File: src/rtl/tmr_scrub_if.sv
// tmr_scrub_if: read, vote and write-back signals between the scrub controller
// and the triplicated register bank / voter array.
// The controller side uses the master modport, the bank side the slave modport.
interface tmr_scrub_if #(
   parameter int ADDR_W = 4,
   parameter int N      = 16
);
   logic              rd_en_o;
   logic [ADDR_W-1:0] rd_addr_o;
   logic [N-1:0]      vote_data_i;
   logic              vote_mismatch_i;
   logic              user_wr_i;
   logic [ADDR_W-1:0] user_addr_i;
   logic              wb_req_o;
   logic [ADDR_W-1:0] wb_addr_o;
   logic [N-1:0]      wb_data_o;
   logic              wb_gnt_i;

   modport master (
      output rd_en_o, rd_addr_o, wb_req_o, wb_addr_o, wb_data_o,
      input  vote_data_i, vote_mismatch_i, user_wr_i, user_addr_i, wb_gnt_i
   );

   modport slave (
      input  rd_en_o, rd_addr_o, wb_req_o, wb_addr_o, wb_data_o,
      output vote_data_i, vote_mismatch_i, user_wr_i, user_addr_i, wb_gnt_i
   );
endinterface

File: src/rtl/tmr_scrub_controller.sv
// tmr_scrub_controller: background scrubber for a bank of triplicated registers.
// It walks the bank one address every PERIOD idle cycles and reads the voted value.
// On a voter mismatch it writes the voted value back to all copies, yielding to a
// same-address user write. It also keeps saturating mismatch/correction counters.
// Optional build macro TMR_SCRUB_ERR_LOG_EN adds err_sticky_o and last_err_addr_o.
module tmr_scrub_controller #(
   parameter  int NUM_REGS = 16,
   parameter  int N        = 16,
   parameter  int PERIOD   = 256,
   parameter  int CNT_W    = 16,
   localparam int ADDR_W   = $clog2(NUM_REGS)
) (
   input  logic             clk_i,
   input  logic             rst_n_i,
   input  logic             enable_i,
   input  logic             clear_cnt_i,
   tmr_scrub_if.master      bus,
   output logic [CNT_W-1:0] mismatch_cnt_o,
   output logic [CNT_W-1:0] corrected_cnt_o,
   output logic             round_done_o,
   output logic             busy_o
`ifdef TMR_SCRUB_ERR_LOG_EN
   ,
   output logic              err_sticky_o,
   output logic [ADDR_W-1:0] last_err_addr_o
`endif
);

   // Period counter only has to hold PERIOD-1.
   localparam int PER_W = (PERIOD > 1) ? $clog2(PERIOD) : 1;

   typedef enum logic [2:0] {
      S_IDLE,
      S_WAIT,
      S_READ,
      S_CAPTURE,
      S_WB,
      S_NEXT
   } state_t;

   state_t            r_state;
   state_t            w_state_next;
   logic [ADDR_W-1:0] r_ptr;
   logic [PER_W-1:0]  r_period_cnt;
   logic [CNT_W-1:0]  r_mis_cnt;
   logic [CNT_W-1:0]  r_cor_cnt;
   logic [N-1:0]      r_wb_data;

   logic              w_user_hit;
   logic              w_ptr_last;
   logic              w_load_period;
   logic              w_mis_inc;
   logic              w_cor_inc;

   // A user write to the address being scrubbed supersedes the voted value.
   assign w_user_hit    = bus.user_wr_i && (bus.user_addr_i == r_ptr);
   assign w_ptr_last    = (r_ptr == ADDR_W'(NUM_REGS - 1));
   assign w_load_period = enable_i && ((r_state == S_IDLE) || (r_state == S_NEXT));
   assign w_mis_inc     = (r_state == S_CAPTURE) && bus.vote_mismatch_i;
   // Grant wins over a same-cycle user write: the write-back still counts.
   assign w_cor_inc     = (r_state == S_WB) && bus.wb_gnt_i;

   // State register.
   always_ff @(posedge clk_i) begin
      if (!rst_n_i) r_state <= S_IDLE;
      else          r_state <= w_state_next;
   end

   // Next-state decode; an address in flight always runs through NEXT.
   always_comb begin
      w_state_next = r_state;
      case (r_state)
         S_IDLE:    if (enable_i) w_state_next = S_WAIT;
         S_WAIT:    if (r_period_cnt == '0) w_state_next = S_READ;
         S_READ:    w_state_next = S_CAPTURE;
         S_CAPTURE: w_state_next = (bus.vote_mismatch_i && !w_user_hit) ? S_WB : S_NEXT;
         S_WB:      if (bus.wb_gnt_i || w_user_hit) w_state_next = S_NEXT;
         S_NEXT:    w_state_next = enable_i ? S_WAIT : S_IDLE;
         default:   w_state_next = S_IDLE;
      endcase
   end

   // Period countdown, address pointer and captured voted value.
   always_ff @(posedge clk_i) begin
      if (!rst_n_i) begin
         r_period_cnt <= '0;
         r_ptr        <= '0;
         r_wb_data    <= '0;
      end else begin
         if (w_load_period)
            r_period_cnt <= PER_W'(PERIOD - 1);
         else if ((r_state == S_WAIT) && (r_period_cnt != '0))
            r_period_cnt <= r_period_cnt - 1'b1;

         if (r_state == S_NEXT)
            r_ptr <= w_ptr_last ? '0 : r_ptr + 1'b1;

         if (r_state == S_CAPTURE)
            r_wb_data <= bus.vote_data_i;
      end
   end

   // Saturating statistics counters; clear beats a same-cycle increment.
   always_ff @(posedge clk_i) begin
      if (!rst_n_i || clear_cnt_i) begin
         r_mis_cnt <= '0;
         r_cor_cnt <= '0;
      end else begin
         if (w_mis_inc && (r_mis_cnt != '1)) r_mis_cnt <= r_mis_cnt + 1'b1;
         if (w_cor_inc && (r_cor_cnt != '1)) r_cor_cnt <= r_cor_cnt + 1'b1;
      end
   end

`ifdef TMR_SCRUB_ERR_LOG_EN
   logic              r_err_sticky;
   logic [ADDR_W-1:0] r_last_err_addr;

   // Error log: remember that a mismatch happened and where the latest one was.
   always_ff @(posedge clk_i) begin
      if (!rst_n_i || clear_cnt_i) begin
         r_err_sticky    <= 1'b0;
         r_last_err_addr <= '0;
      end else if (w_mis_inc) begin
         r_err_sticky    <= 1'b1;
         r_last_err_addr <= r_ptr;
      end
   end

   assign err_sticky_o    = r_err_sticky;
   assign last_err_addr_o = r_last_err_addr;
`endif

   assign bus.rd_en_o    = (r_state == S_READ);
   assign bus.rd_addr_o  = r_ptr;
   assign bus.wb_req_o   = (r_state == S_WB);
   assign bus.wb_addr_o  = r_ptr;
   assign bus.wb_data_o  = r_wb_data;
   assign mismatch_cnt_o  = r_mis_cnt;
   assign corrected_cnt_o = r_cor_cnt;
   assign round_done_o   = (r_state == S_NEXT) && w_ptr_last;
   assign busy_o         = (r_state != S_IDLE);

endmodule

File: src/flat_wrapper.sv
// flat-port wrapper written by rule: the top's interface ports become plain ports
module tmr_scrub_controller_flat 
#(
   parameter  int NUM_REGS = 16,
   parameter  int N        = 16,
   parameter  int PERIOD   = 256,
   parameter  int CNT_W    = 16,
   localparam int ADDR_W   = $clog2(NUM_REGS)
)
  (clk_i, rst_n_i, enable_i, clear_cnt_i, mismatch_cnt_o, corrected_cnt_o, round_done_o, busy_o, bus_rd_en_o, bus_rd_addr_o, bus_wb_req_o, bus_wb_addr_o, bus_wb_data_o, bus_vote_data_i, bus_vote_mismatch_i, bus_user_wr_i, bus_user_addr_i, bus_wb_gnt_i);
  tmr_scrub_if #(.ADDR_W(($clog2(NUM_REGS))), .N(N)) bus_i ();
  input  logic clk_i;
  input  logic rst_n_i;
  input  logic enable_i;
  input  logic clear_cnt_i;
  output logic [CNT_W-1:0] mismatch_cnt_o;
  output logic [CNT_W-1:0] corrected_cnt_o;
  output logic round_done_o;
  output logic busy_o;
  output wire logic [$bits(bus_i.rd_en_o)-1:0] bus_rd_en_o;
  output wire logic [$bits(bus_i.rd_addr_o)-1:0] bus_rd_addr_o;
  output wire logic [$bits(bus_i.wb_req_o)-1:0] bus_wb_req_o;
  output wire logic [$bits(bus_i.wb_addr_o)-1:0] bus_wb_addr_o;
  output wire logic [$bits(bus_i.wb_data_o)-1:0] bus_wb_data_o;
  input wire logic [$bits(bus_i.vote_data_i)-1:0] bus_vote_data_i;
  input wire logic [$bits(bus_i.vote_mismatch_i)-1:0] bus_vote_mismatch_i;
  input wire logic [$bits(bus_i.user_wr_i)-1:0] bus_user_wr_i;
  input wire logic [$bits(bus_i.user_addr_i)-1:0] bus_user_addr_i;
  input wire logic [$bits(bus_i.wb_gnt_i)-1:0] bus_wb_gnt_i;
  assign bus_rd_en_o = bus_i.rd_en_o;
  assign bus_rd_addr_o = bus_i.rd_addr_o;
  assign bus_wb_req_o = bus_i.wb_req_o;
  assign bus_wb_addr_o = bus_i.wb_addr_o;
  assign bus_wb_data_o = bus_i.wb_data_o;
  assign bus_i.vote_data_i = bus_vote_data_i;
  assign bus_i.vote_mismatch_i = bus_vote_mismatch_i;
  assign bus_i.user_wr_i = bus_user_wr_i;
  assign bus_i.user_addr_i = bus_user_addr_i;
  assign bus_i.wb_gnt_i = bus_wb_gnt_i;
  tmr_scrub_controller #(.NUM_REGS(NUM_REGS), .N(N), .PERIOD(PERIOD), .CNT_W(CNT_W)) u_core (.clk_i(clk_i), .rst_n_i(rst_n_i), .enable_i(enable_i), .clear_cnt_i(clear_cnt_i), .bus(bus_i), .mismatch_cnt_o(mismatch_cnt_o), .corrected_cnt_o(corrected_cnt_o), .round_done_o(round_done_o), .busy_o(busy_o));
endmodule
File: config.mk
export PLATFORM = sky130hd
export DESIGN_NAME = tmr_scrub_controller_flat
export DESIGN_NICKNAME = d
export VERILOG_FILES = /design/src/rtl/tmr_scrub_if.sv /design/src/rtl/tmr_scrub_controller.sv /design/src/flat_wrapper.sv
export SDC_FILE = /design/constraint.sdc
export NUM_CORES = 1
export LEC_CHECK = 0
export ABC_AREA = 1
export BUFFER_PORTS_ARGS = -buffer_cell sky130_fd_sc_hd__buf_2
export CAP_MARGIN = 20
export CORE_ASPECT_RATIO = 0.6
export CORE_UTILIZATION = 53
export DETAILED_ROUTE_END_ITERATION = 8
export PLACE_DENSITY = 0.8
export SYNTH_ARGS = -nofsm -noshare
export SYNTH_HDL_FRONTEND = slang
export SYNTH_SLANG_ARGS = --single-unit
File: constraint.sdc
create_clock -name clk_i -period 1.8 [get_ports clk_i]
set_input_delay 0.27 -clock clk_i [delete_from_list [all_inputs] [get_ports clk_i]]
set_output_delay 0.27 -clock clk_i [all_outputs]
set_load 0.03 [all_outputs]
==> impl_metrics.py, run 1 <==
metrics = {
    "synth": {
        "post-synth-top-area-cell": "dfxtp_1",
        "syn_inst": 504,
        "yosysWarnings": 0,
        "synth_seq_cells": 63,
        "syn_area_per_cell_um2": 6.715,
        "synth.area.top_cells": "dfxtp_1 37%, nand2_1 15%, nor2_1 10%",
        "synth_nets": 536,
        "synth_area_mm2": 0.003384,
        "synth_cell_types": 33,
        "synth_top_cell_area_share": 0.3726,
        "ys_seq_area_frac": 0.3726,
    },
    "timing": {
        "slew_headroom": 0.6814,
        "fmaxAchievable_mhz": 574.6,
        "setup_violations": 0,
        "finalMaxSlewViolations": 0,
        "skew_ps": 2.951,
        "holdWs_ps": 182.8,
        "timing.final.crit_share": 0.9669,
        "hold_viol_final": 0,
        "tightestPinTransition_ps": 477.2,
        "layout_min_cycle_time_ps": 1740,
        "fin_setup_tns_ps": 0,
        "rsz0062_at_grt": "false",
    },
    "layout": {
        "regArea_mm2": 0.001266,
        "final_util": 0.6806,
        "mostFrequentLayoutCell": "nand2_1",
        "fillers": 535,
        "multi_input_area_mm2": 0.001893,
        "antenna_cells": 0,
        "layout-drive-gt1-share": 0.2356,
        "finalNetCount": 635,
        "syn2layout_area_growth_pct": 23.44,
        "finalInstanceArea_mm2": 0.004178,
        "final_cell_mix": "137 x nand2_1, 90 x nor2_1, 86 x buf_2",
    },
    "job": {
        "drv_cap": 0,
    },
    "grt": {
        "overflow": 0,
        "grtUsageTotal": 0.2618,
        "grt_max_degree": 27,
        "antenna_found_initial": 0,
        "grt_pass1_wl_mm": 13.97,
        "grt_pass1_vias": 3000,
    },
    "cts": {
        "clockBufferDepth": 2,
        "cts_sinks": 63,
        "cts_tree": "yes",
        "cts_buffers": 9,
        "cts_root_buf": "clkbuf_8",
        "clkTransAtPathRegs_ps": 70,
        "worstSkewPairLatency_ps": 330,
        "htree_num_levels": 3,
        "cts_hold_buffers": 0,
    },
    "setup_path": {
        "critPathArrivalTime_ps": 2000,
        "critical_path_class": "reg -> reg",
        "crit_path_start_kind": "flop",
        "crit_path_max_fanout": 6,
        "slowest_stage": "dfxtp_4",
        "slowest_delay_ps": 400,
        "r2r_start": "u_core.mismatch_cnt_o[0]",
        "cp.required_ps": 2060,
        "path_cells": "ha_4 -> nand3_2 -> nor3_4 -> nand3_2 -> nand2_2 -> nand2_1 -> a21oi_1",
        "crit_start": "u_core.mismatch_cnt_o[0]",
        "path_common_cell": "nand3_2",
        "end_kind": "flop",
    },
    "run_status": {
        "status": "finished with violations",
        "violations": "DRC",
    },
    "routing": {
        "vias": 3620,
        "ant_nets": 0,
        "drc": 2,
        "wl_mm": 8.911,
        "wl_per_cell_um": 12.90,
        "drtIter0Drc": 259,
        "dr.pass1.iters": 7,
        "vias_per_cell": 5.239,
    },
    "die": {
        "dieArea_mm2": 0.006720,
        "design.core.area_mm2": 0.006138,
        "rows": 22,
        "io_pins": 87,
        "initial_core_util": 0.5514,
        "die_h_um": 63.90,
        "die_x_um": 105.2,
    },
    "place": {
        "hpwlAfterDp_mm": 6.289,
        "postPlaceCellArea_mm2": 0.003901,
        "place.gp.congestion": 0.8826,
        "portBuffers": 86,
    },
    "power_and_ir_drop": {
        "p_per_area_mw_per_mm2": 982.1,
        "ir_worst_vdd_v": 0.0006270,
        "p_leak_nw": 1.869,
        "p_total_mw": 4.103,
    },
    "hold_path": {
        "min_from": "bus_vote_data_i[7]",
        "hp-class": "in -> reg",
    },
}
==> cell usage after synthesis <==
library cell and number:
a21boi_2 1, a21oi_1 41, a21oi_2 1, and2_1 1
buf_1 1, buf_2 1, buf_4 4, buf_6 5
clkbuf_1 4, dfxtp_1 63, ha_1 5, inv_1 44
inv_2 2, nand2_1 139, nand2_2 3, nand2_4 2
nand3_1 27, nand3_2 3, nand3b_1 3, nand4_1 3
nor2_1 90, nor2_2 2, nor2_4 1, nor2_8 1
nor3_1 5, nor3_4 2, nor3b_1 2, o21a_1 1
o21ai_0 25, o21ai_2 1, or2_0 1, xnor2_1 13
xor2_1 7
==> per-stage QoR <==
step | setup WS [ps] | instances
after floorplan | 1.055 | 504
after detailed placement | 36.79 | 671
after CTS | 35.12 | 686
final | 59.61 | 691
after global placement | 124.6 | 671
after global routing | 20.13 | 691
==> sequential cells by signal, summed over array words and instances (netlist names) <==
register / flops
u_core.r_state: 3
u_core.bus.rd_addr_o: 4
u_core.bus.wb_data_o: 16
u_core.r_period_cnt: 8
u_core.mismatch_cnt_o: 16
u_core.corrected_cnt_o: 16
==> cells by family (layout without fill, tap and decap cells) <==
family	after synthesis	count (layout)	synth area share
AO/OA/AOI/OAI	70	70	0.1083
XOR/XNOR	20	20	0.05176
adder cells (fa/ha/maj)	5	5	0.01848
buffers and inverters	61	162	0.08355
flip-flops	63	63	0.3726
AND/OR/NAND/NOR	285	287	0.3652
==> final timing paths <==
path / to / slack [ps] / depth (start not counted)
worst min-delay path: u_core.bus.wb_data_o[7] / 180 / 3
worst min register to register: u_core.bus.wb_data_o[2] / 480 / 2
worst max register to register: u_core.mismatch_cnt_o[4] / 60 / 7
worst max-delay path: u_core.mismatch_cnt_o[4] / 60 / 7
==> critical path: cells and delay by family, from the launching register on <==
family | cells | cell delay [ps]
adders and majority gates | 1 | 160
AOI/OAI and AO/OA | 1 | 150
DFF | 1 | 400
and+or+nand+nor | 5 | 960
==> per-layer routing <==
| layer | GRT usage | part of all wire | wire length [um] |
|---|---|---|---|
| met5 | 0 | 0 | 0 |
| met4 | 0.05986 | 0.0071 | 63 |
| met3 | 0.07347 | 0.10 | 928 |
| met2 | 0.3709 | 0.41 | 3680 |
| met1 | 0.3889 | 0.48 | 4239 |
==> repair_timing <==
action                     4_1_cts  5_1_grt
resized for setup                1       10
pin swaps                        0        3
setup endpoints to repair        3       17
setup buffers                    0        3
gates cloned                     0        2
==> power by group <==
group / total, mW / switching, mW / leakage [nW] / internal [mW]
clock network: 1.23 / 0.529 / 0.0985 / 0.706
registers: 1.66 / 0.122 / 0.511 / 1.54
logic: 1.21 / 0.772 / 1.26 / 0.435
==> area by class of cell <==
class | instances | area share
inverter | 46 | 0.04133
multi-input combinational | 382 | 0.4531
clock buffer | 12 | 0.03714
clock inverter | 3 | 0.01018
timing repair buffer | 101 | 0.1300
tap | 84 | 0.02516
sequential | 63 | 0.3031
Note: power is estimated with default switching activity, not from simulation.
==> run 2, diff against run 1 <==
- CORE_UTILIZATION: 53 -> 55
- CTS_BUF_LIST: default -> sky130_fd_sc_hd__clkbuf_2
- PLACE_DENSITY: 0.8 -> 0.82
==> run 2 against run 1 <==
  * The flow now finishes without violations
  * Register-to-register slack worse by 30 ps
  * Critical path depth is 2 higher
  * Largest cell class unchanged
  * Largest power group unchanged
  * Cell count is 1.9% higher
  * Die area is 3.5% lower
  * Critical endpoint is now u_core.mismatch_cnt_o[8]
  * Highest routed layer unchanged
  * Non-clock buffer count is 15 higher
==> impl_metrics.py, run 2 (synthesized netlist as in run 1, its figures left out) <==
metrics = {
    "run_status": {
        "status": "complete, no violations",
    },
    "cts": {
        "worstSkewPairLatency_ps": 520,
        "clockBufferDepth": 2,
        "htree_num_levels": 3,
        "cts_root_buf": "clkbuf_2",
        "cts_sinks": 63,
        "cts_tree": "yes",
        "clkTransAtPathRegs_ps": 200,
        "cts_buffers": 9,
    },
    "grt": {
        "grt_max_degree": 27,
        "grtUsageTotal": 0.3007,
        "grt_pass1_wl_mm": 14.97,
        "overflow": 0,
        "grt_pass1_vias": 3301,
        "antenna_found_initial": 0,
    },
    "die": {
        "die_x_um": 103.3,
        "dieArea_mm2": 0.006482,
        "die_h_um": 62.77,
        "initial_core_util": 0.5882,
        "design.core.area_mm2": 0.005754,
        "io_pins": 87,
        "rows": 21,
    },
    "timing": {
        "finalWorstSetupSlack_ps": 26.16,
        "hold_viol_final": 0,
        "tightestPinTransition_ps": 488.2,
        "skew_ps": 26.62,
        "setup_violations": 0,
        "holdWs_ps": 55.65,
        "timing.final.crit_share": 0.9855,
        "fmaxAchievable_mhz": 563.7,
        "slew_headroom": 0.6720,
        "finalMaxSlewViolations": 0,
        "layout_min_cycle_time_ps": 1774,
    },
    "setup_path": {
        "crit_path_max_fanout": 8,
        "critPathArrivalTime_ps": 2240,
        "end_kind": "flop",
        "crit_path_start_kind": "flop",
        "critical_path_class": "reg -> reg",
        "cp.required_ps": 2270,
    },
    "power_and_ir_drop": {
        "ir_worst_vdd_v": 0.0005938,
        "p_per_area_mw_per_mm2": 927.4,
        "p_leak_nw": 1.959,
    },
    "layout": {
        "mostFrequentLayoutCell": "nand2_1",
        "syn2layout_area_growth_pct": 29.91,
        "finalInstanceArea_mm2": 0.004397,
        "stdcell_count": 704,
        "antenna_cells": 0,
        "final_cell_mix": "137 x nand2_1, 89 x nor2_1, 84 x buf_2",
        "final_util": 0.7641,
        "layout-drive-gt1-share": 0.2516,
        "finalNetCount": 651,
    },
    "place": {
        "postPlaceCellArea_mm2": 0.003881,
        "portBuffers": 86,
        "place.gp.congestion": 0.9139,
        "hpwlAfterDp_mm": 6.389,
        "dpl.cell_count": 665,
        "dp_slack_ps": 33.68,
    },
    "routing": {
        "dr.pass1.iters": 5,
        "wl_per_cell_um": 13.87,
        "drtIter0Drc": 349,
        "vias": 3727,
        "vias_per_cell": 5.294,
        "drc": 0,
        "ant_nets": 0,
        "wl_mm": 9.766,
    },
    "job": {
        "drv_cap": 0,
    },
    "hold_path": {
        "hp-class": "in -> reg",
    },
}
[run 2: cell count changes in the layout (fill, tap and decap cells not counted), sizes merged]
cell,previous run,this run
buf,101,100
nand2,146,147
clkinvlp,1,0
dlygate4sd3,0,15
clkbuf,12,10
bufinv,1,3
clkinv,1,4
[run 2: metrics by stage]
step | total power, mW | TNS [ps]
after CTS | 4.037 | 0
after floorplan | 2.551 | 0
after global placement | 2.806 | 0
final | 4.077 | 0
after global routing | 4.324 | -149.5
after detailed placement | 2.854 | 0
[run 2: critical path, cell delays in order (launching register included)]
cell and delay, ps:
dfxtp_4 420, ha_4 150, nand3_2 120, nor3_4 380
nand2_2 130, nand2_4 130, nand2_4 100, nand3_1 100
nand2_1 60, nor2_1 120
[run 2: metal layers]
layer / track usage / share of wire
met1: 0.4174 / 0.45
met2: 0.4375 / 0.43
met3: 0.09732 / 0.098
met4: 0.1004 / 0.019
met5: 0 / 0
[run 2: power breakdown]
part	internal, mW	leakage [nW]	switching [mW]
clock network	0.603	0.0960	0.568
registers	1.54	0.516	0.126
logic	0.449	1.35	0.793
[run 2: layout make-up]
| type | count | area (um2) |
|---|---|---|
| flip-flops and latches | 63 | 1285 |
| clock inverters | 7 | 121.4 |
| multi-input cells | 383 | 1974 |
| clock buffers | 9 | 45.04 |
| fillers | 421 | 1358 |
| repair buffers | 116 | 698.2 |
| well taps | 80 | 100.1 |
| inverters | 46 | 172.7 |
[run 2: final timing paths]
path                                               start                        to  slack, ps  depth (start not counted)
worst max-delay path            u_core.mismatch_cnt_o[1]  u_core.mismatch_cnt_o[8]         30                          9
worst min-delay path                 bus_vote_data_i[15]  u_core.bus.wb_data_o[15]         60                          3
worst max register to register  u_core.mismatch_cnt_o[1]  u_core.mismatch_cnt_o[8]         30                          9
worst min register to register   u_core.bus.wb_data_o[5]   u_core.bus.wb_data_o[5]        500                          2
[run 2: repair_timing]
| item | in CTS | in global routing |
|---|---|---|
| resized for setup | 6 | 29 |
| hold buffers | 14 | 1 |
| cloned | 0 | 3 |
| pin swaps | 0 | 8 |
| endpoints found under the hold margin | 14 | 1 |
| setup buffers | 0 | 5 |
| setup endpoints to repair | 3 | 33 |
